File: src/rtl/rc4_phase_scheduler.sv
// Sequencer for the RC4 core: runs init -> KSA -> PRGA and owns the single-port S RAM mux.
// Optional per-phase watchdog compiled in with RC4_SCHED_WATCHDOG_EN.
module rc4_phase_scheduler #(
  parameter int WDOG_CYCLES = 8192
) (
  input  logic        clk,
  input  logic        reset,
  input  logic        go,
  input  logic [23:0] key_in,
  output logic [23:0] key_out,
  output logic        phase_rst,
  output logic        init_start,
  output logic        ksa_start,
  output logic        prga_start,
  input  logic        init_done,
  input  logic        ksa_done,
  input  logic        prga_done,
  input  logic [7:0]  init_addr,
  input  logic [7:0]  ksa_addr,
  input  logic [7:0]  prga_addr,
  input  logic [7:0]  init_data,
  input  logic [7:0]  ksa_data,
  input  logic [7:0]  prga_data,
  input  logic        init_wren,
  input  logic        ksa_wren,
  input  logic        prga_wren,
  output logic [7:0]  s_addr,
  output logic [7:0]  s_data,
  output logic        s_wren,
  output logic [1:0]  phase,
  output logic        busy,
  output logic        done,
  output logic        error
);

  typedef enum logic [3:0] {
    S_IDLE,
    S_INIT_START,
    S_INIT_RUN,
    S_KSA_START,
    S_KSA_RUN,
    S_PRGA_START,
    S_PRGA_RUN,
    S_DONE,
    S_ERROR
  } state_t;

  state_t state;
  state_t state_next;
  logic   key_load;
  logic   wdog_trip;

  function automatic logic [1:0] owner_of(input state_t s);
    case (s)
      S_INIT_START, S_INIT_RUN: owner_of = 2'd1;
      S_KSA_START,  S_KSA_RUN:  owner_of = 2'd2;
      S_PRGA_START, S_PRGA_RUN: owner_of = 2'd3;
      default:                  owner_of = 2'd0;
    endcase
  endfunction

  function automatic logic is_busy(input state_t s);
    is_busy = (s == S_INIT_START) || (s == S_INIT_RUN) ||
              (s == S_KSA_START)  || (s == S_KSA_RUN)  ||
              (s == S_PRGA_START) || (s == S_PRGA_RUN);
  endfunction

`ifdef RC4_SCHED_WATCHDOG_EN
  localparam logic [15:0] WDOG_LAST = 16'(WDOG_CYCLES - 1);

  logic [15:0] wdog_cnt;
  logic        err_q;

  // Counter reads 0 in the first RUN cycle; trip when this cycle would make it WDOG_CYCLES.
  assign wdog_trip = (wdog_cnt == WDOG_LAST);

  always_ff @(posedge clk) begin
    if (reset) begin
      wdog_cnt <= 16'd0;
      err_q    <= 1'b0;
    end else begin
      if ((state == state_next) &&
          ((state == S_INIT_RUN) || (state == S_KSA_RUN) || (state == S_PRGA_RUN)))
        wdog_cnt <= wdog_cnt + 16'd1;
      else
        wdog_cnt <= 16'd0;
      err_q <= (state_next == S_ERROR);
    end
  end

  assign error = err_q;
`else
  logic unused_wdog;
  assign unused_wdog = ^WDOG_CYCLES;
  assign wdog_trip   = 1'b0;
  assign error       = 1'b0;
`endif

  assign key_load = ((state == S_IDLE) || (state == S_DONE)) && go;

  // Done inputs are only looked at in the owning RUN state, so stale levels are harmless.
  always_comb begin
    state_next = state;
    case (state)
      S_IDLE, S_DONE: if (go) state_next = S_INIT_START;
      S_INIT_START:   state_next = S_INIT_RUN;
      S_INIT_RUN: begin
        if (init_done)      state_next = S_KSA_START;
        else if (wdog_trip) state_next = S_ERROR;
      end
      S_KSA_START:    state_next = S_KSA_RUN;
      S_KSA_RUN: begin
        if (ksa_done)       state_next = S_PRGA_START;
        else if (wdog_trip) state_next = S_ERROR;
      end
      S_PRGA_START:   state_next = S_PRGA_RUN;
      S_PRGA_RUN: begin
        if (prga_done)      state_next = S_DONE;
        else if (wdog_trip) state_next = S_ERROR;
      end
      S_ERROR:        state_next = S_ERROR;
      default:        state_next = S_IDLE;
    endcase
  end

  // Outputs are registered from the next state so they line up with the state they describe.
  always_ff @(posedge clk) begin
    if (reset) begin
      state      <= S_IDLE;
      key_out    <= 24'd0;
      phase_rst  <= 1'b0;
      init_start <= 1'b0;
      ksa_start  <= 1'b0;
      prga_start <= 1'b0;
      phase      <= 2'd0;
      busy       <= 1'b0;
      done       <= 1'b0;
    end else begin
      state <= state_next;
      if (key_load) key_out <= key_in;
      phase_rst  <= (state_next == S_INIT_START);
      init_start <= (state_next == S_INIT_START);
      ksa_start  <= (state_next == S_KSA_START);
      prga_start <= (state_next == S_PRGA_START);
      phase      <= owner_of(state_next);
      busy       <= is_busy(state_next);
      done       <= (state_next == S_DONE);
    end
  end

  // S RAM port mux: only the owner's request reaches the RAM; no owner means a quiet port.
  always_comb begin
    s_addr = 8'd0;
    s_data = 8'd0;
    s_wren = 1'b0;
    case (phase)
      2'd1: begin
        s_addr = init_addr;
        s_data = init_data;
        s_wren = init_wren;
      end
      2'd2: begin
        s_addr = ksa_addr;
        s_data = ksa_data;
        s_wren = ksa_wren;
      end
      2'd3: begin
        s_addr = prga_addr;
        s_data = prga_data;
        s_wren = prga_wren;
      end
      default: begin
        s_addr = 8'd0;
        s_data = 8'd0;
        s_wren = 1'b0;
      end
    endcase
  end

endmodule

File: config.mk
export PLATFORM = sky130hd
export DESIGN_NAME = rc4_phase_scheduler
export DESIGN_NICKNAME = d
export VERILOG_FILES = /design/src/rtl/rc4_phase_scheduler.sv
export SDC_FILE = /design/constraint.sdc
export NUM_CORES = 1
export LEC_CHECK = 0
export BUFFER_PORTS_ARGS = -buffer_cell sky130_fd_sc_hd__buf_4
export CORE_MARGIN = 2
export CORE_UTILIZATION = 40
export DETAILED_ROUTE_END_ITERATION = 10
export PLACE_DENSITY = 0.79
export SLEW_MARGIN = 20
export SYNTH_ARGS = -nofsm -noshare
export SYNTH_HDL_FRONTEND = slang
export SYNTH_SLANG_ARGS = --single-unit
File: constraint.sdc
create_clock -name clk -period 2.39 [get_ports clk]
set_clock_uncertainty 0.1 [all_clocks]
set_input_delay 0.478 -clock clk [delete_from_list [all_inputs] [get_ports clk]]
set_output_delay 0.478 -clock clk [all_outputs]
set_load 0.03 [all_outputs]
# After elaboration in Yosys (flattened, before gate mapping)

Index checks and enable logic that the tools add are counted.

Equality and inequality tests: 18
Reductions and logical operators: 12
Mux-type cells: 9

Operators with widths:

| kind               | number |
|---|---|
| $pmux 8 s3         | 2 |
| $eq 4x3->1 const B | 8 |
| $pmux 4 s8         | 1 |
| $eq 4x2->1 const B | 4 |
| $mux 4             | 4 |
| $eq 4x1->1 const B | 2 |
| $reduce_or 2->1    | 4 |
| $logic_or 1x1->1   | 6 |
| $pmux 2 s3         | 1 |
| $eq 2x2->1 const B | 2 |
| $eq 4x4->1 const B | 1 |
| $logic_not 4->1    | 1 |
| $pmux 1 s3         | 1 |
| $eq 2x1->1 const B | 1 |
| $logic_and 1x1->1  | 1 |

Register bits: 35
Input bits: 81
Output and inout port bits: 50
Logic and storage cells: 47

# Depth between registers and ports, before layout

Depth in word-level cells: 9
Depth in mapped cells: 6
Gate-level depth less buffers: 4

# Least setup slack after synthesis

No wires, ideal clock.

Path kind: register -> output
Start: reg phase[1]
End: out s_addr[1]
Data required time: 1,812 ps
Data arrival time: 1,748 ps
Buffers on the path: 3
Cell stages (with the launch flop): 6
Path slack: 64 ps
Cells stage by stage: dfxtp_1 clkbuf_1 nor2b_1 clkbuf_1 buf_2 a22o_1

Cells in the longest elaborated chain, start to end: 2
Elaborated cells between the ends (all ways): 4
Classes of those cells: eq/ne: 3; mux: 1

Ends and longest elaborated chain:

| what                                            | line | source |
|---|---|---|
| start, declared                                 | 30   | `output logic [1:0] phase,` |
| start signal, assigned                          | 145  | `phase <= owner_of(state_next);` |
| $eq 2x2->1 / $eq 2x1->1 (equally long branches) | 156  | `case (phase)` |
| $pmux 8 s3 *                                    | 156  |  |
| end, declared                                   | 27   | `output logic [7:0] s_addr,` |

Mark *: on every way between the ends. The rest lies on a longest branch, timed or not.

# Final worst setup path

Start: reg phase[1]
End: out s_data[4]

Cells in the longest elaborated chain, start to end: 2
Elaborated cells between the ends (all ways): 4
Classes of those cells: eq/ne: 3; mux: 1

Ends and longest elaborated chain:

| what                                            | line | source |
|---|---|---|
| $eq 2x2->1 / $eq 2x1->1 (equally long branches) | 156  |  |
| $pmux 8 s3 *                                    | 156  |  |
| end, declared                                   | 28   | `output logic [7:0] s_data,` |

Marks and branches as above.

==> flow_summary.json <==
{
  "syn_to_final_growth_pct": 62.36,
  "cpPeakStageDelay_ns": 0.35,
  "yosysWarnings": 0,
  "fmax_ghz": 0.4698,
  "overflow": 0,
  "ys_seq_elements": 35,
  "setup_viol": 0,
  "period_share_pct": 89.06,
  "holdWs_ns": 0.3155,
  "crit_fanout": 11,
  "max_cap_violations": 0,
  "worstSetupStartpoint": "phase[1]$_SDFF_PP0_",
  "max_slew_margin_pct": 66.21,
  "synth_area_leader_cell": "dfxtp_1",
  "outcome": "finished clean",
  "ys.flop_type": "dfxtp_1",
  "hold_buffers": 0,
  "p_leak_nw": 1.404,
  "grt_pass1_vias": 1684,
  "path_cells": "buf_4, mux2_2, a22o_1, buf_4",
  "syn_avg_cell_area_um2": 9.954,
  "finalHoldViolCount": 0,
  "numCtsBuffers": 5,
  "synth_fp_nets": 260,
  "cts_resized": 0,
  "switching_share_pct": 30.71,
  "worst_slack_ns": 0.2615,
  "path_clk_slew_ns": 0.07,
  "clock_latency_ns": 0.29,
  "syn_inst": 179,
  "p_switching_mw": 0.6053,
  "rsz0062_at_grt": "no",
  "ios": 131,
  "p_total_mw": 1.971,
  "postCtsSetupBuffers": 0,
  "die_area_um2": 5004,
  "viasPerCell": 5.003,
  "final_common_cell": "buf_4",
  "synth_top_cell_area_share_pct": 39.33,
  "critPathKind": "flip-flop to primary output",
  "drt_pass1_iterations": 5,
  "slew_viol_final": 0,
  "required_ns": 1.81,
  "crit_path_frequent_cell": "buf_4",
  "routabilityCongestion": 0.8112,
  "cp-end-kind": "primary output",
  "htree_num_levels": 2,
  "seq_power_share_pct": 33.7,
  "synth-edff-count": 0,
  "portBuffers": 129,
  "worst_slew_pin_slew_ns": 0.5061,
  "synth_area_leaders": "dfxtp_1 (39%), mux2i_1 (14%), mux2_1 (10%), a22o_1 (8.4%), nor2_1 (6.3%)",
  "cts_tree": "done",
  "cp_slowest_cell": "mux2_2",
  "ys_types": 38,
  "r2r-start": "state[2]$_SDFF_PP0_",
  "async_flop_share_pct": 0,
  "rows": 24,
  "drcViolationCount": 0,
  "start_util_pct": 41.20,
  "antenna_found_initial": 0,
  "p_int_mw": 1.366,
  "die_y_um": 70.74,
  "post-route-util_pct": 66.90,
  "drtIter0Drc": 54,
  "gr-usage-all-layers_pct": 19.97,
  "cp_data_arrival_time_ns": 1.55,
  "diodes": 0,
  "core_um2": 4324,
  "min_path_type": "primary input to flip-flop",
  "drive_above_1_share_pct": 47.87,
  "num_vias": 1786,
  "numClockSinks": 35,
  "grt_pass1_wl_um": 8059,
  "syn_area_um2": 1782,
  "hold_start": "key_in[23]",
  "grt_max_degree": 32,
  "drtAntennaViolNets": 0,
  "p_clk_share_pct": 32.2,
  "routed_wl_um": 5035,
  "powerDensity_nw_per_um2": 681.4,
  "pwr-share-comb_pct": 34.1,
  "ir_drop_v": 0.0004456,
  "finalCriticalPeriod_ns": 2.128,
  "ctsRootBufferMaster": "clkbuf_8",
  "hpwl_um": 3782,
  "post_drt_wl_per_cell_um": 14.10,
  "tns_ns": 0,
  "die_x_um": 70.74,
  "clockBufferDepth": 2,
  "crit_path_start_kind": "flip-flop",
  "final_net_count": 385,
  "place_worst_setup_slack_ns": 0.5575,
  "layout_common_cells": "buf_4 (133), dfxtp_1 (35), nor2_1 (30)",
  "seq_area_frac_synth_pct": 39.33
}
[logic make-up after synthesis]
family | share of synthesized area [%]
muxes | 24.79
other | 0.2105
AOI/OAI and AO/OA | 15.45
buffers and inverters | 6.320
xor gates and xnor gates | 0.4917
DFF | 39.33
and+or+nand+nor | 13.41
[worst max-delay path, delay by kind of cell, from the launching register on]
family                 cells  cell delay [ns]
buffers and inverters      2             0.35
multiplexers               1             0.35
AO/OA/AOI/OAI              1             0.22
flip-flops                 1             0.33
[cells in the mapped netlist (all sizes together) (2+ instances only)]
| master | instances |
|---|---|
| dfxtp | 35 |
| nor2 | 30 |
| mux2i | 25 |
| a22o | 17 |
| mux2 | 17 |
| buf | 10 |
| clkbuf | 6 |
| nand2 | 5 |
| a21oi | 4 |
| and3 | 2 |
| nor2b | 2 |
| nor3 | 2 |
| nor4 | 2 |
| o211ai | 2 |
| o21ai | 2 |
[path summary, 6_finish.rpt]
| path | depth (start not counted) | to | slack (ns) |
|---|---|---|---|
| setup / recovery | 4 | s_data[4] | 0.26 |
| hold / removal | 3 | key_out[23]$_SDFFE_PP0P_ | 0.32 |
| setup reg to reg | 5 | key_out[14]$_SDFFE_PP0P_ | 0.54 |
| hold reg to reg | 2 | key_out[10]$_SDFFE_PP0P_ | 0.39 |
[state kept, by name, summed over array words and instances (netlist names)]
signal / cells
ksa_start: 1
init_start: 1
done: 1
key_out: 24
busy: 1
phase: 2
state: 4
prga_start: 1
[power by group through the flow]
stage / logic, mW / registers [mW] / clock network, mW
global placement: 0.670 / 0.675 / 0
finish: 0.672 / 0.665 / 0.634
CTS: 0.678 / 0.665 / 0.649
global route: 0.715 / 0.671 / 0.674
floorplan: 0.345 / 0.749 / 0
detailed placement: 0.676 / 0.677 / 0
[metrics by stage]
stage                     cell area (um2)  cells
final                                2893    357
after global routing                 2893    357
after CTS                            2893    357
after detailed placement             2756    349
after global placement               2756    349
after floorplan                      1782    179
[final cells by class]
type / instances / area (um2)
Sequential cell: 35 / 700.7
Inverter: 1 / 3.754
Tap cell: 52 / 65.06
Clock buffer: 5 / 68.82
Timing Repair Buffer: 134 / 1018
Fill cell: 380 / 1431
Clock inverter: 3 / 67.56
Multi-Input combinational cell: 127 / 968.4
[per-layer routing]
layer  routed length, um  part of all wire (%)  vias to the layer above  global-route usage, %
met5                   0                     0                        -                      0
li1                    -                     -                      891                      -
met2                2416                    48                       83                  33.85
met4                  50                  0.99                        0                  5.031
met1                2105                    42                      805                  24.27
met3                 462                   9.2                        7                  6.980
Note: power is estimated with default switching activity, not from simulation.
